## src/rtl/d_branch_ctrl.sv

```systemverilog
// rtl/d_branch_ctrl.sv - decode-stage branch resolution, operand-wait stall and fetch redirect
module d_branch_ctrl (
  input  logic        clk,
  input  logic        rst_n,
  input  logic        d_valid,
  input  logic        d_hold,
  input  logic [3:0]  d_cmpop,
  input  logic        d_rs_ready,
  input  logic        d_rt_ready,
  input  logic [31:0] d_rd1,
  input  logic [31:0] d_rd2,
  input  logic [31:0] d_pc,
  input  logic [15:0] d_offset,
  input  logic        flush,
  output logic        stall,
  output logic        br_taken,
  output logic        redirect_valid,
  output logic [31:0] redirect_pc,
  output logic [15:0] br_cnt,
  output logic [15:0] taken_cnt,
  output logic        ds_err,
  output logic        wait_err
);

  typedef enum logic [1:0] {IDLE, WAIT, REDIR} state_t;

  state_t      state, state_nxt;
  logic [2:0]  wait_cnt, wait_cnt_nxt;
  logic [31:0] target_q;
  logic [31:0] target;
  logic        is_br, two_op, ops_ready, cond;
  logic        resolve, stall_c, set_ds, set_we;

  always_comb begin
    is_br     = d_valid && (d_cmpop >= 4'd1) && (d_cmpop <= 4'd6);
    two_op    = (d_cmpop == 4'd1) || (d_cmpop == 4'd2);
    ops_ready = d_rs_ready && (!two_op || d_rt_ready);
    target    = d_pc + 32'd4 + {{14{d_offset[15]}}, d_offset, 2'b00};
    case (d_cmpop)
      4'd1:    cond = (d_rd1 == d_rd2);
      4'd2:    cond = (d_rd1 != d_rd2);
      4'd3:    cond = !d_rd1[31];
      4'd4:    cond = !d_rd1[31] && (d_rd1 != 32'd0);
      4'd5:    cond = d_rd1[31];
      4'd6:    cond = d_rd1[31] || (d_rd1 == 32'd0);
      default: cond = 1'b0;
    endcase
  end

  always_comb begin
    state_nxt    = state;
    wait_cnt_nxt = wait_cnt;
    resolve      = 1'b0;
    stall_c      = 1'b0;
    set_ds       = 1'b0;
    set_we       = 1'b0;
    if (flush) begin
      state_nxt    = IDLE;
      wait_cnt_nxt = 3'd0;
    end else begin
      case (state)
        IDLE: begin
          if (is_br && !d_hold) begin
            if (ops_ready) begin
              resolve   = 1'b1;
              state_nxt = cond ? REDIR : IDLE;
            end else begin
              stall_c      = 1'b1;
              state_nxt    = WAIT;
              wait_cnt_nxt = 3'd0;
            end
          end
        end
        WAIT: begin
          if (!is_br) begin
            state_nxt    = IDLE;
            wait_cnt_nxt = 3'd0;
          end else if (!d_hold && ops_ready) begin
            resolve      = 1'b1;
            state_nxt    = cond ? REDIR : IDLE;
            wait_cnt_nxt = 3'd0;
          end else begin
            // held cycles still age the wait; only a genuinely unready operand at the limit is an error
            stall_c = 1'b1;
            if (wait_cnt == 3'd7) set_we = !ops_ready;
            else                  wait_cnt_nxt = wait_cnt + 3'd1;
          end
        end
        REDIR: begin
          state_nxt = IDLE;
          set_ds    = is_br;
        end
        default: state_nxt = IDLE;
      endcase
    end
  end

  // combinational outputs are gated so reset drops them without a clock edge
  assign stall          = stall_c && rst_n;
  assign br_taken       = resolve && cond && rst_n;
  assign redirect_valid = (state == REDIR);
  assign redirect_pc    = target_q;

  always_ff @(posedge clk or negedge rst_n) begin
    if (!rst_n) begin
      state     <= IDLE;
      wait_cnt  <= 3'd0;
      target_q  <= 32'd0;
      br_cnt    <= 16'd0;
      taken_cnt <= 16'd0;
      ds_err    <= 1'b0;
      wait_err  <= 1'b0;
    end else begin
      state    <= state_nxt;
      wait_cnt <= wait_cnt_nxt;
      if (resolve && cond) target_q <= target;
      if (resolve && (br_cnt != 16'hFFFF)) br_cnt <= br_cnt + 16'd1;
      if (resolve && cond && (taken_cnt != 16'hFFFF)) taken_cnt <= taken_cnt + 16'd1;
      if (set_ds) ds_err <= 1'b1;
      if (set_we) wait_err <= 1'b1;
    end
  end

endmodule

```

## config.mk

```make
export PLATFORM = sky130hd
export DESIGN_NAME = d_branch_ctrl
export DESIGN_NICKNAME = d
export VERILOG_FILES = /design/src/rtl/d_branch_ctrl.sv
export SDC_FILE = /design/constraint.sdc
export NUM_CORES = 1
export LEC_CHECK = 0
export ABC_AREA = 1
export BUFFER_PORTS_ARGS = -buffer_cell sky130_fd_sc_hd__buf_2
export CORE_UTILIZATION = 50
export DETAILED_ROUTE_END_ITERATION = 8
export HOLD_SLACK_MARGIN = 0.15
export PLACE_DENSITY_LB_ADDON = 0.15
export SYNTH_ARGS = -nofsm -noshare
export SYNTH_HDL_FRONTEND = slang
export SYNTH_SLANG_ARGS = --single-unit
```

## constraint.sdc

```tcl
create_clock -name clk -period 2.1 [get_ports clk]
set_input_delay 0.42 -clock clk [delete_from_list [all_inputs] [get_ports clk]]
set_output_delay 0.42 -clock clk [all_outputs]
set_load 0.005 [all_outputs]
```

==> results.cfg <==
[clock_tree]
clk_pin_slew_ns = 0.06
cts_tree = done
clkLatencyLatePin_ns = 0.33
clockRootBuffer = clkbuf_16
cts_hold_buf = 0
cts_num_sinks = 71
htreeDepth = 3
cts_buffer_depth = 2
cts-buffers-inserted = 9

[worst_setup_path]
crit_chain = buf_6, ha_4, ha_4, inv_4, fa_2, nand3b_1, nand2_2, nand2_1, o211ai_1, nand2_1, nand2_2, nand2_2, nand3b_1, nand2_1, nand2_1, nand2_1
cp-end-kind = register
worst-setup-path-type = input port to register
critPathArrivalTime_ns = 2.34
worst_path_most_repeated_cell = nand2_1
cp_max_fo = 4
start_kind = input port
slowest_stage = fa_2
worstPathRequired_ns = 2.33
critPathMaxStageDelay_ns = 0.35

[grt]
overflow = 0
antenna_found_initial = 0
grt_pass1_wl_um = 27850
grt_max_degree = 72
grt_pass1_vias = 6132
track_usage_pct = 26.75

[status]
failed_checks = negative setup slack
status = finished, violations left

[cells_and_area]
drive_above_1_share_pct = 36.96
fin_util_pct = 74.01
design_area_um2 = 9001
nNetsFinal = 1357
syn_to_final_growth_pct = 42.88
antennaDiodeCount = 0

[yosys]
synth-seq-cells = 71
syn_avg_cell_area_um2 = 7.078
synth_top_area_share_pct = 28.20
synth-seq-area-share_pct = 28.20
synth.yosys.warnings = 0
synthTopCellsByArea = dfrtp_1 (28%), nand2_1 (17%), ha_1 (12%)
synth_cell_types = 40
synth_nets = 1075
synthCells = 890
netlist_area_um2 = 6300
yosysTopAreaCell = dfrtp_1

[sta]
finalHoldViolCount = 0
rsz0062_at_grt = yes
min_period_over_period_pct = 100.6
skew_ns = 0.006644
maxSlewViolCount = 0
worst_pin_slew_ns = 0.9014
timing.final.ws_setup_ns = -0.01293
fmax_mhz = 473.3
period_needed_ns = 2.113
setup_viol = 2
slew_headroom_pct = 39.91

[floorplanning]
fp.dieArea_um2 = 13050
die_x_um = 114.2
die_h_um = 114.2
start_util_pct = 51.80
num_rows = 40
core_um2 = 12160
io_pins = 192

[detailed_routing]
drc_errors = 0
drtPass1Iterations = 5
wl_um = 18330
drt-initial-drc-count = 434
vias_per_cell = 5.147
vias = 6923
drt.antenna.violating_nets = 0
wl_per_cell_um = 13.63

[flow_run]
cap_violations = 0

[power]
p_total_mw = 5.053
peakVddDrop_uv = 354.1
power.leakage_nw = 4.829
p_per_area_nw_per_um2 = 561.4

[placed_design]
place.gp.congestion = 0.8969
port-buffer-count = 191
dpl.hpwl_um = 13840
postPlaceCellArea_um2 = 8065
dp_worst_setup_slack_ns = -0.4024

[worst_hold_path]
hold_path.class = input port to register
## layer usage
| metal | up-vias | wire length, µm | share of wire [%] | global-route usage [%] |
|---|---|---|---|---|
| met1 | 3177 | 8158 | 45 | 36.26 |
| met2 | 241 | 8741 | 48 | 44.12 |
| met3 | 44 | 959 | 5.2 | 4.553 |
| met5 | - | 0 | 0 | 0 |
| met4 | 0 | 471 | 2.6 | 7.273 |
| li1 | 3461 | - | - | - |
## path summary, 6_finish.rpt
| path | start | end | slack (ns) | cells after the start |
|---|---|---|---|---|
| min in group asynchronous | rst_n | ds_err$_DFFE_PN0P_ | 0.30 | 2 |
| worst max register to register | br_cnt[1]$_DFFE_PN0P_ | br_cnt[5]$_DFFE_PN0P_ | 0.14 | 11 |
| max in group asynchronous | rst_n | redirect_pc[12]$_DFFE_PN0P_ | 1.21 | 2 |
| worst max-delay path | d_pc[3] | redirect_pc[31]$_DFFE_PN0P_ | -0.01 | 16 |
| worst min-delay path | d_pc[1] | redirect_pc[1]$_DFFE_PN0P_ | 0.28 | 3 |
| worst min register to register | ds_err$_DFFE_PN0P_ | ds_err$_DFFE_PN0P_ | 0.46 | 1 |
## synthesized netlist by cell type
cell type and n:
nor4b_1 1, inv_1 86, nor3_1 22, xnor2_1 48, nand2b_1 1, nor4_1 1, nor2_1 91, buf_2 3
nor2_2 6, a32oi_1 1, clkbuf_1 1, nand3_4 2, nor2_8 1, buf_6 6, nand2_4 1, nand3_2 1
nand2_1 283, nand3b_1 5, a31o_2 2, nand3_1 31, buf_4 3, ha_1 61, nand4_4 1, o21ai_1 9
nor4_4 1, dfrtp_1 71, xor2_1 27, a31oi_1 2, o21ai_0 37, fa_1 1, nand4_1 29, a21oi_1 34
o21bai_1 3, or2_2 2, o21ai_2 5, nor2_4 1, nand2_2 5, inv_2 3, o211ai_1 1, and3_1 1
## cell usage in the layout (no fill, tap or decap), drive strengths merged, types with 2 or more instances in the layout
master | netlist | routed
nand3b | 5 | 5
nor4 | 2 | 2
nand2 | 289 | 289
a31o | 2 | 2
clkinv | 0 | 3
xor2 | 27 | 27
a21oi | 34 | 34
xnor2 | 48 | 48
buf | 12 | 284
ha | 61 | 61
a31oi | 2 | 2
nor2 | 99 | 99
or2 | 2 | 2
o21bai | 3 | 3
nand3 | 34 | 34
dfrtp | 71 | 71
nor3 | 22 | 22
inv | 89 | 90
nand4 | 30 | 30
o21ai | 51 | 51
clkbuf | 1 | 10
## critical path, delay by kind of cell
kind / cells / cell delay (ns)
adder cells (fa/ha/maj): 3 / 0.75
AND/OR/NAND/NOR: 10 / 0.84
buffers and inverters: 2 / 0.13
AO/OA/AOI/OAI: 1 / 0.19
## flip-flops by register name, indices dropped and copies added, names as in the netlist
register and flops:
br_cnt 16, ds_err 1, redirect_pc 32, state 2, taken_cnt 16, wait_cnt 3, wait_err 1
## power by group
group	leakage, nW	switching, mW	internal, mW
Sequential	0.967	0.0804	1.49
Clock	0.143	0.614	0.926
Combinational	3.72	1.00	0.939
## kinds of logic after synthesis
group,after synthesis,share of synthesized area [%]
flip-flops,71,28.20
XOR/XNOR,75,10.43
buffers and inverters,102,7.031
adder cells (fa/ha/maj),62,12.43
AO/OA/AOI/OAI,94,8.143
AND/OR/NAND/NOR,486,33.76
## through the flow
step | TNS (ns) | hold slack [ns] | std cells
6_report | -0.01413 | 0.2833 | 1345
5_1_grt | -0.5693 | 0.2950 | 1345
3_5_place_dp | -6.564 | 0.4508 | 1323
2_1_floorplan | -0.2691 | 0.1244 | 890
4_1_cts | 0 | 0.2738 | 1341
3_3_place_gp | -6.112 | 0.4500 | 1323
## repair_timing
| item | 4_1_cts | 5_1_grt |
|---|---|---|
| resized for setup | 8 | 129 |
| cloned | 0 | 0 |
| pin swaps | 8 | 58 |
| setup buffers | 2 | 4 |
| endpoints found under the setup margin | 6 | 19 |
## cell type report
| cell class | count | area [µm²] |
|---|---|---|
| clock buffer | 10 | 229.0 |
| clock inverter | 6 | 68.82 |
| fill | 959 | 3161 |
| inverter | 89 | 339.1 |
| multi-input combinational | 717 | 4617 |
| sequential | 71 | 1777 |
| tap | 168 | 210.2 |
| timing repair buffer | 284 | 1760 |
No activity file was read; power rests on OpenSTA's default activity.
